[src/rtl/imem_loader_pkg.sv]
// Shared types and sizing for the instruction-memory loader.
package imem_loader_pkg;

    localparam int unsigned DEF_DEPTH      = 64;
    localparam int unsigned DEF_ADDR_W     = 6;
    localparam int unsigned DEF_CNT_W      = 7;
    localparam int unsigned BYTES_PER_WORD = 4;
    localparam int unsigned BYTE_W         = 8;
    localparam int unsigned WORD_W         = 32;

    typedef enum logic [2:0] {
        HDR   = 3'd0,
        DATA  = 3'd1,
        WRITE = 3'd2,
        DONE  = 3'd3,
        ERR   = 3'd4
    } state_t;

endpackage

[src/rtl/imem_loader_if.sv]
// Byte-stream valid/ready channel feeding the loader.
interface imem_loader_if;
    import imem_loader_pkg::*;

    logic [BYTE_W-1:0] rx_data;
    logic              rx_valid;
    logic              rx_ready;

    modport master (output rx_data, output rx_valid, input rx_ready);
    modport slave  (input rx_data, input rx_valid, output rx_ready);

endinterface

[src/rtl/imem_loader_instr_ram.sv]
// Instruction RAM: one synchronous write port, one combinational fetch port; never cleared.
module instr_ram
    import imem_loader_pkg::*;
#(
    parameter int unsigned DEPTH  = DEF_DEPTH,
    parameter int unsigned ADDR_W = DEF_ADDR_W
) (
    input  logic              clk,
    input  logic              we,
    input  logic [ADDR_W-1:0] waddr,
    input  logic [WORD_W-1:0] wdata,
    input  logic [ADDR_W-1:0] raddr,
    output logic [WORD_W-1:0] rdata
);

    logic [WORD_W-1:0] mem [DEPTH];

    always_ff @(posedge clk) begin
        if (we) begin
            mem[waddr] <= wdata;
        end
    end

    assign rdata = mem[raddr];

endmodule

[src/rtl/imem_loader.sv]
// Loads a length-prefixed big-endian word stream into instruction RAM and
// holds the processor in reset until the whole image has been written.
module imem_loader
    import imem_loader_pkg::*;
#(
    parameter int unsigned DEPTH  = DEF_DEPTH,
    parameter int unsigned ADDR_W = DEF_ADDR_W,
    parameter int unsigned CNT_W  = DEF_CNT_W
) (
    input  logic              clk,
    input  logic              reset,
    imem_loader_if.slave      rx,
    input  logic [ADDR_W-1:0] instrindex,
    output logic [WORD_W-1:0] instr,
    output logic              cpu_reset,
    output logic              load_done,
    output logic              load_error,
    output logic [CNT_W-1:0]  words_loaded
);

    localparam int unsigned     BCNT_W    = $clog2(BYTES_PER_WORD);
    localparam logic [BYTE_W-1:0] DEPTH_B = BYTE_W'(DEPTH);
    localparam logic [BCNT_W-1:0] LAST_BYTE = BCNT_W'(BYTES_PER_WORD - 1);

    state_t            state;
    state_t            state_next;
    logic [CNT_W-1:0]  n_words;
    logic [CNT_W-1:0]  ptr;
    logic [CNT_W-1:0]  ptr_inc;
    logic [BCNT_W-1:0] bytecnt;
    logic [WORD_W-1:0] word;
    logic              accept;
    logic              we;

    assign accept  = rx.rx_valid & rx.rx_ready;
    assign ptr_inc = ptr + CNT_W'(1);
    assign we      = (state == WRITE);

    // Next-state decode.
    always_comb begin
        state_next = state;
        case (state)
            HDR: begin
                if (accept) begin
                    if (rx.rx_data == '0)          state_next = DONE;
                    else if (rx.rx_data > DEPTH_B) state_next = ERR;
                    else                           state_next = DATA;
                end
            end
            DATA: begin
                if (accept && (bytecnt == LAST_BYTE)) state_next = WRITE;
            end
            WRITE: begin
                state_next = (ptr_inc == n_words) ? DONE : DATA;
            end
            DONE:    state_next = DONE;
            ERR:     state_next = ERR;
            default: state_next = HDR;
        endcase
    end

    always_ff @(posedge clk or posedge reset) begin
        if (reset) state <= HDR;
        else       state <= state_next;
    end

    // Datapath and status outputs; status is decoded from the next state so it
    // changes on the same edge as the state itself.
    always_ff @(posedge clk or posedge reset) begin
        if (reset) begin
            n_words      <= '0;
            ptr          <= '0;
            bytecnt      <= '0;
            word         <= '0;
            words_loaded <= '0;
            rx.rx_ready  <= 1'b1;
            cpu_reset    <= 1'b1;
            load_done    <= 1'b0;
            load_error   <= 1'b0;
        end else begin
            rx.rx_ready <= (state_next == HDR) || (state_next == DATA);
            cpu_reset   <= (state_next != DONE);
            load_done   <= (state_next == DONE);
            load_error  <= (state_next == ERR);
            case (state)
                HDR: begin
                    if (accept) begin
                        n_words <= CNT_W'(rx.rx_data);
                        ptr     <= '0;
                        bytecnt <= '0;
                    end
                end
                DATA: begin
                    if (accept) begin
                        word    <= {word[WORD_W-BYTE_W-1:0], rx.rx_data};
                        bytecnt <= bytecnt + BCNT_W'(1);
                    end
                end
                WRITE: begin
                    ptr          <= ptr_inc;
                    words_loaded <= words_loaded + CNT_W'(1);
                    bytecnt      <= '0;
                end
                default: ;
            endcase
        end
    end

    instr_ram #(
        .DEPTH  (DEPTH),
        .ADDR_W (ADDR_W)
    ) u_ram (
        .clk   (clk),
        .we    (we),
        .waddr (ptr[ADDR_W-1:0]),
        .wdata (word),
        .raddr (instrindex),
        .rdata (instr)
    );

endmodule

[src/flat_wrapper.sv]
// flat-port wrapper written by rule: the top's interface ports become plain ports
module imem_loader_flat import imem_loader_pkg::*;
#(
    parameter int unsigned DEPTH  = DEF_DEPTH,
    parameter int unsigned ADDR_W = DEF_ADDR_W,
    parameter int unsigned CNT_W  = DEF_CNT_W
)
  (clk, reset, instrindex, instr, cpu_reset, load_done, load_error, words_loaded, rx_rx_data, rx_rx_valid, rx_rx_ready);
  imem_loader_if rx_i ();
  input  logic clk;
  input  logic reset;
  input  logic [ADDR_W-1:0] instrindex;
  output logic [WORD_W-1:0] instr;
  output logic cpu_reset;
  output logic load_done;
  output logic load_error;
  output logic [CNT_W-1:0] words_loaded;
  input wire logic [$bits(rx_i.rx_data)-1:0] rx_rx_data;
  input wire logic [$bits(rx_i.rx_valid)-1:0] rx_rx_valid;
  output wire logic [$bits(rx_i.rx_ready)-1:0] rx_rx_ready;
  assign rx_i.rx_data = rx_rx_data;
  assign rx_i.rx_valid = rx_rx_valid;
  assign rx_rx_ready = rx_i.rx_ready;
  imem_loader #(.DEPTH(DEPTH), .ADDR_W(ADDR_W), .CNT_W(CNT_W)) u_core (.clk(clk), .reset(reset), .rx(rx_i), .instrindex(instrindex), .instr(instr), .cpu_reset(cpu_reset), .load_done(load_done), .load_error(load_error), .words_loaded(words_loaded));
endmodule
[config.mk]
export PLATFORM = sky130hd
export DESIGN_NAME = imem_loader_flat
export DESIGN_NICKNAME = d
export VERILOG_FILES = /design/src/rtl/imem_loader_pkg.sv /design/src/rtl/imem_loader_if.sv /design/src/rtl/imem_loader_instr_ram.sv /design/src/rtl/imem_loader.sv /design/src/flat_wrapper.sv
export SDC_FILE = /design/constraint.sdc
export NUM_CORES = 2
export LEC_CHECK = 0
export BUFFER_PORTS_ARGS = -buffer_cell sky130_fd_sc_hd__buf_2
export CAP_MARGIN = 20
export CELL_PAD_IN_SITES_DETAIL_PLACEMENT = 1
export CELL_PAD_IN_SITES_GLOBAL_PLACEMENT = 2
export CORE_AREA = 4 4 524 526
export CTS_CLUSTER_DIAMETER = 50
export DETAILED_ROUTE_END_ITERATION = 10
export DIE_AREA = 0 0 528 530
export PLACE_DENSITY_LB_ADDON = 0.15
export SYNTH_ARGS = -nofsm -noshare
export SYNTH_HDL_FRONTEND = slang
export SYNTH_HIERARCHICAL = 1
export SYNTH_SLANG_ARGS = --single-unit
[constraint.sdc]
create_clock -name clk -period 4.3 [get_ports clk]
set_input_delay 0.86 -clock clk [delete_from_list [all_inputs] [get_ports clk]]
set_output_delay 0.86 -clock clk [all_outputs]
set_load 0.05 [all_outputs]
### Word level (Yosys, flattened, before mapping)

Memories as Yosys holds them, arrays and structs flattened.
Cells that the tools add are included.

* reductions and logical operators: 11
* mux-type cells: 13
* $lt $le $gt $ge: 1
* $add $sub $neg: 3
* eq/ne operators: 12
* bitwise operators: 1

Operators by type and width (number)
* 3-bit one-hot mux with 5 select lines: 1
* 7-bit by 1-bit adder with 7-bit output (second input constant): 2
* 7-bit one-hot mux with 2 select lines: 1
* 3-bit two-way mux: 4
* 3-bit by 2-bit == test with 1-bit output (second input constant): 3
* 8-bit by 7-bit greater-than comparator with 1-bit output (second input constant): 1
* 8-bit logical NOT: 1
* 7-bit == test: 1
* 7-bit two-way mux: 1
* 3-bit by 1-bit == test with 1-bit output (second input constant): 2
* 3-bit == test (second input constant): 2
* 3-bit logical NOT: 2
* 2-bit two-way mux: 3
* 2-bit one-hot mux with 3 select lines: 1
* 2-bit AND reduction: 3
* 2-bit by 1-bit != test with 1-bit output (second input constant): 2
* 3-bit by 2-bit != test with 1-bit output (second input constant): 1
* 3-bit AND reduction: 1
* 3-bit nonzero test: 1
* 2-bit by 1-bit adder with 2-bit output (second input constant): 1
* 2-bit == test (second input constant): 1
* 1-bit two-way mux: 2
* 2-bit nonzero test: 1
* 1-bit bitwise AND: 1
* 2 further kinds: 2

* word-level logic and storage cells: 52
* memories: 1
* RAM bits: 2048
* flip-flop bits (word level): 62
* output and inout port bits: 43

Memories
* u_core.u_ram.mem: words 64, width 32, read ports 1, clocked after Yosys merged registers in 0, write ports 1, line imem_loader_instr_ram.sv:16 `logic [WORD_W-1:0] mem [DEPTH];`

### Depth between registers and ports, before layout

* word-level depth: 7
* mapped depth: 10

### Modules after synthesis

Netlist, hierarchy kept.

Modules (own cells, without submodules)
* instr_ram: cells an instance 3292, area an instance 77874.7 sq um, sequential area each 61499.0 sq um, instances 1
* imem_loader: cells an instance 211, area an instance 2673.8 sq um, sequential area each 1554.0 sq um, instances 1

### Least setup slack after synthesis

Ideal clock, no wire load.

* kind: reg2reg
* start: register u_core.state[2]
* end: memory u_core.u_ram.mem[48][0], enable pin
* arrival time: 3.822 ns
* library setup time: 0.461 ns
* cell stages (with the launch flop): 9
* setup slack: 0.017 ns
* buffers on the path: 3
* data required time: 3.839 ns
* clock period less this slack: 4.283 ns
* cells stage by stage: dfrtp_1 > buf_6 > or3_1 > buf_6 > clkinv_4 > buf_2 > nor2b_1 > nand4b_1 > nor3_1

* longest elaborated chain between the ends: 3

RTL lines
* start: declaration: line imem_loader.sv:25 `state_t state;`
* start signal: assignment: line imem_loader.sv:64 `else state <= state_next;`
* 3-bit by 2-bit == test with 1-bit output: line imem_loader.sv:37 `assign we = (state == WRITE);`
* net u_core.we: line imem_loader.sv:33 `logic we;`
* 1-bit two-way mux: line imem_loader_instr_ram.sv:19 `if (we) begin`
* 1-bit two-way mux (implied by the code): line imem_loader_instr_ram.sv:20 `mem[waddr] <= wdata;`
* end: declaration: line imem_loader_instr_ram.sv:16

The timed path passes the listed nets, and every way through them passes these cells.

### Final worst setup path

* start: input port instrindex[2]
* end: output port instr[18]

* longest elaborated chain between the ends: 1

RTL lines
* start: declaration: line flat_wrapper.sv:12 `input logic [ADDR_W-1:0] instrindex;`
* memory read 64 x 32 bit
* end: declaration: line flat_wrapper.sv:13 `output logic [WORD_W-1:0] instr;`

No other way between the ends.

==> impl_results.md <==
* Status: finished, final reports clean
* Synth top area cells: edfxtp_1, mux4_2, dfrtp_1
* Avg Vias per Cell at 5.021
* Clock Skews at 0.05764 ns
* Cell repeated most along the worst path: buf_12
* Initial core utilization at 0.2983
* Crit-path max FO at 31
* # IOs at 60
* Leakage Power at 25.71 nW
* Sequence of cells on the critical path: buf_8 -> buf_12 -> mux4_2 -> mux2i_1 -> nand2_1 -> a31oi_1 -> nor2_1 -> buf_12
* Internal Dissipation at 36.29 mW
* Final core utilization at 0.3630
* Rows at 191
* TritonCTS Buffers at 278
* Net Sw Frac at 0.2085
* Largest net degree at the start of global routing at 67
* Routed vias at between 30000 and 40000
* Top_reg_cell synth: edfxtp_1
* Synthesis Warnings at 6
* Synthesis-to-layout area growth at 21.70%
* CTS Buffer Depth at 4
* Slew margin rel. at 0.3306
* FF+latch count, synth at 2110
* Power per Cell Area at 467.7 nW/um^2
* Post-synth EDFFs at ~2000
* Worst-Skew Late Latency at between 0.8 and 0.9 ns
* Most frequent cells in the layout: edfxtp_1, mux4_2, clkbuf_16, buf_4, buf_12
* Max-Cap Viols at 0
* Post-synthesis sequential area ratio at 0.7828
* Total GRT Usage at 0.1753
* CTS clk-pin slew, worst paths at about 0.050 ns
* Number of global-route vias before repair at 42046
* Synth area leader: edfxtp_1
* Crit Path Class: input port to primary output
* Clock Power Share at 0.491
* WL final at 247.1 mm
* IO buf count at 59
* Antenna viol nets, final at 0
* CTS sink count at 2110
* Fin Hold WS at 0.06289 ns
* Endpoints failing setup at 0
* Peak supply drop at 0.2433 mV
* Core Region at 270000 um^2
* Multi-input gate area at 17120 um^2
* Synth top area share at 0.7635
* Dpl hpwl at 143.7 mm
* Commonest non-fill, non-tap cell in the layout: edfxtp_1
* First DRT Iteration DRCs at 3162
* Fmax at 233.0 MHz
* Unique cell type count in the Yosys netlist at 56
* Fill cells at 25747
* Final worst path period share at 0.9980
* Die area at approximately 280000 um^2
* Flop pwr share at 0.485
* Nets at 4030
* Asr flop ratio synth at 0.02938
* Crit path DAT at about 3.4 ns
* Vert. Die Dim at between 500 and 600 um
* Crit path required time at 3.44 ns
* Share of cells above drive strength 1 at 0.3605
* Hold buffers post-CTS at 0
* Critical Path End Type: primary output
* Period minus WS final at roughly 4.3 ns
* First-pass GRT wire length at 342.9 mm
* Root buf cell: clkbuf_16
* Syn nets at 3523
* Comb power frac at 0.025
* Syn avg cell area at 22.99 um^2
* Synthesized area at 80550 um^2
* Pins over their slew limit at 0
* Worst min path class: input port to async pin
* Final Hold Fails at 0
* Initial antenna violation count at 11
* DRC at 0
* DR WL/cell at 31.71 um
* Startpoint Class: input port
* Least-Margin Pin Slew at 1.004 ns
* GRT Residual Overflow at 0
* Sw power at approximately 9.6 mW
* DR pass1 iterations at 7
* Register area at 63090 um^2
* Htree depth at 5
* RSZ-0062 raised after global routing: no
* Setup WS pre-CTS at -0.5009 ns
* RD Place Congestion at approximately 0.7
* Design Power at 45.85 mW
* Final worst-path setup slack at 0.008526 ns
* Slowest CP cell: a31oi_1
* CTS tree: done
* Chip Width at around 530 um
* Gate Count Post-Synth at 3503
* Largest stage delay, worst path at 0.45 ns
* R2R setup slack at approximately 0.95 ns
[metrics by stage]
stage                     cells  TNS (ns)  cell area [um^2]
final                      7792         0             98030
after floorplan            3503         0             80550
after detailed placement   7293    -2.810             88880
after global placement     7292    -3.132             88860
after CTS                  7786         0             97940
after global routing       7790         0             98020
[layer usage]
metal  wire length [um]  global-route usage  vias to the layer above  part of all wire
met5                  0                   0                        -                 0
met4               6764             0.05066                        0             0.027
met3              10240             0.02556                      337             0.041
met2             120700              0.2904                      891              0.49
met1             109400              0.2408                    21865              0.44
li1                   -                   -                    16032                 -
[path summary, 6_finish.rpt]
kind | start | endpoint | cells past startpoint
min in group clk | rx_rx_data[7] | u_core/word[7] | 2
max | instrindex[2] | instr[18] | 8
max reg2reg | u_core/state[1] | u_core/u_ram/mem[38][0] | 8
min | reset | u_core/word[12] | 2
max in group asynchronous | reset | u_core/cpu_reset | 3
min reg2reg | u_core/words_loaded[6] | u_core/words_loaded[6] | 1
[power groups by stage]
stage | Combinational [mW] | Clock, mW | Sequential [mW]
3_3_place_gp | 1.16 | 0 | 22.6
6_report | 1.13 | 22.5 | 22.2
2_1_floorplan | 0.610 | 0 | 22.6
5_1_grt | 1.20 | 24.1 | 22.2
4_1_cts | 1.17 | 23.2 | 22.2
3_5_place_dp | 1.15 | 0 | 22.6
[final cells by class]
type | instances | area share
Antenna cell | 3 | 0.00007658
Clock buffer | 343 | 0.07538
Tap cell | 3570 | 0.04557
Inverter | 5 | 0.0002553
Timing Repair Buffer | 418 | 0.04518
Sequential cell | 2110 | 0.6436
Multi-Input combinational cell | 1197 | 0.1747
Clock inverter | 146 | 0.01524
[sequential cells by signal (all words and copies together), names as in the netlist]
register             cells
u_core/load_done         1
u_core/load_error        1
u_core/bytecnt           2
u_core/words_loaded      7
u_core/u_ram/mem      2048
u_core/n_words           7
u_core/state             3
u_core/rx.rx_ready       1
u_core/word             32
u_core/cpu_reset         1
u_core/ptr               7
[cell families after synthesis]
kind of cell    count (synthesis)  synth area share
simple gates                  271           0.01518
fa+ha+maj                       3         0.0004661
xor+xnor                       14          0.001522
buf+inv                       196           0.01198
compound gates                232           0.01883
mux                           677            0.1692
flops                        2110            0.7828
[cells in the mapped netlist (3+ instances only)]
cell	count
edfxtp_1	2048
nor2_1	142
and2_1	3
clkbuf_1	75
buf_6	7
a21oi_1	67
mux2_1	6
or3b_2	3
or3_1	5
xor2_1	4
nand2_1	48
o21ai_1	3
nand2b_1	10
mux2_2	33
buf_2	59
inv_1	3
a22oi_1	13
and3_1	7
o221ai_1	27
a311oi_1	8
o22ai_1	84
o21ai_0	12
dfrtp_1	60
mux2i_1	94
nand4_1	4
ha_1	3
o32ai_1	4
nand3_1	7
mux4_2	544
a41o_1	4
buf_1	24
nor3_1	12
nand3b_1	5
xnor2_1	10
nor2b_1	15
buf_4	26
[critical path, delay by kind of cell]
kind,cells,cell delay (ns)
buf+inv,3,0.87
simple gates,2,0.39
compound gates,1,0.45
mux,2,0.71
[repair_timing]
item,4_1_cts,5_1_grt
resized for setup,23,6
endpoints found under the setup margin,12,6
gates cloned,1,0
pin swaps,3,0
setup buffers,3,0
(Power assumes the default switching activity.)
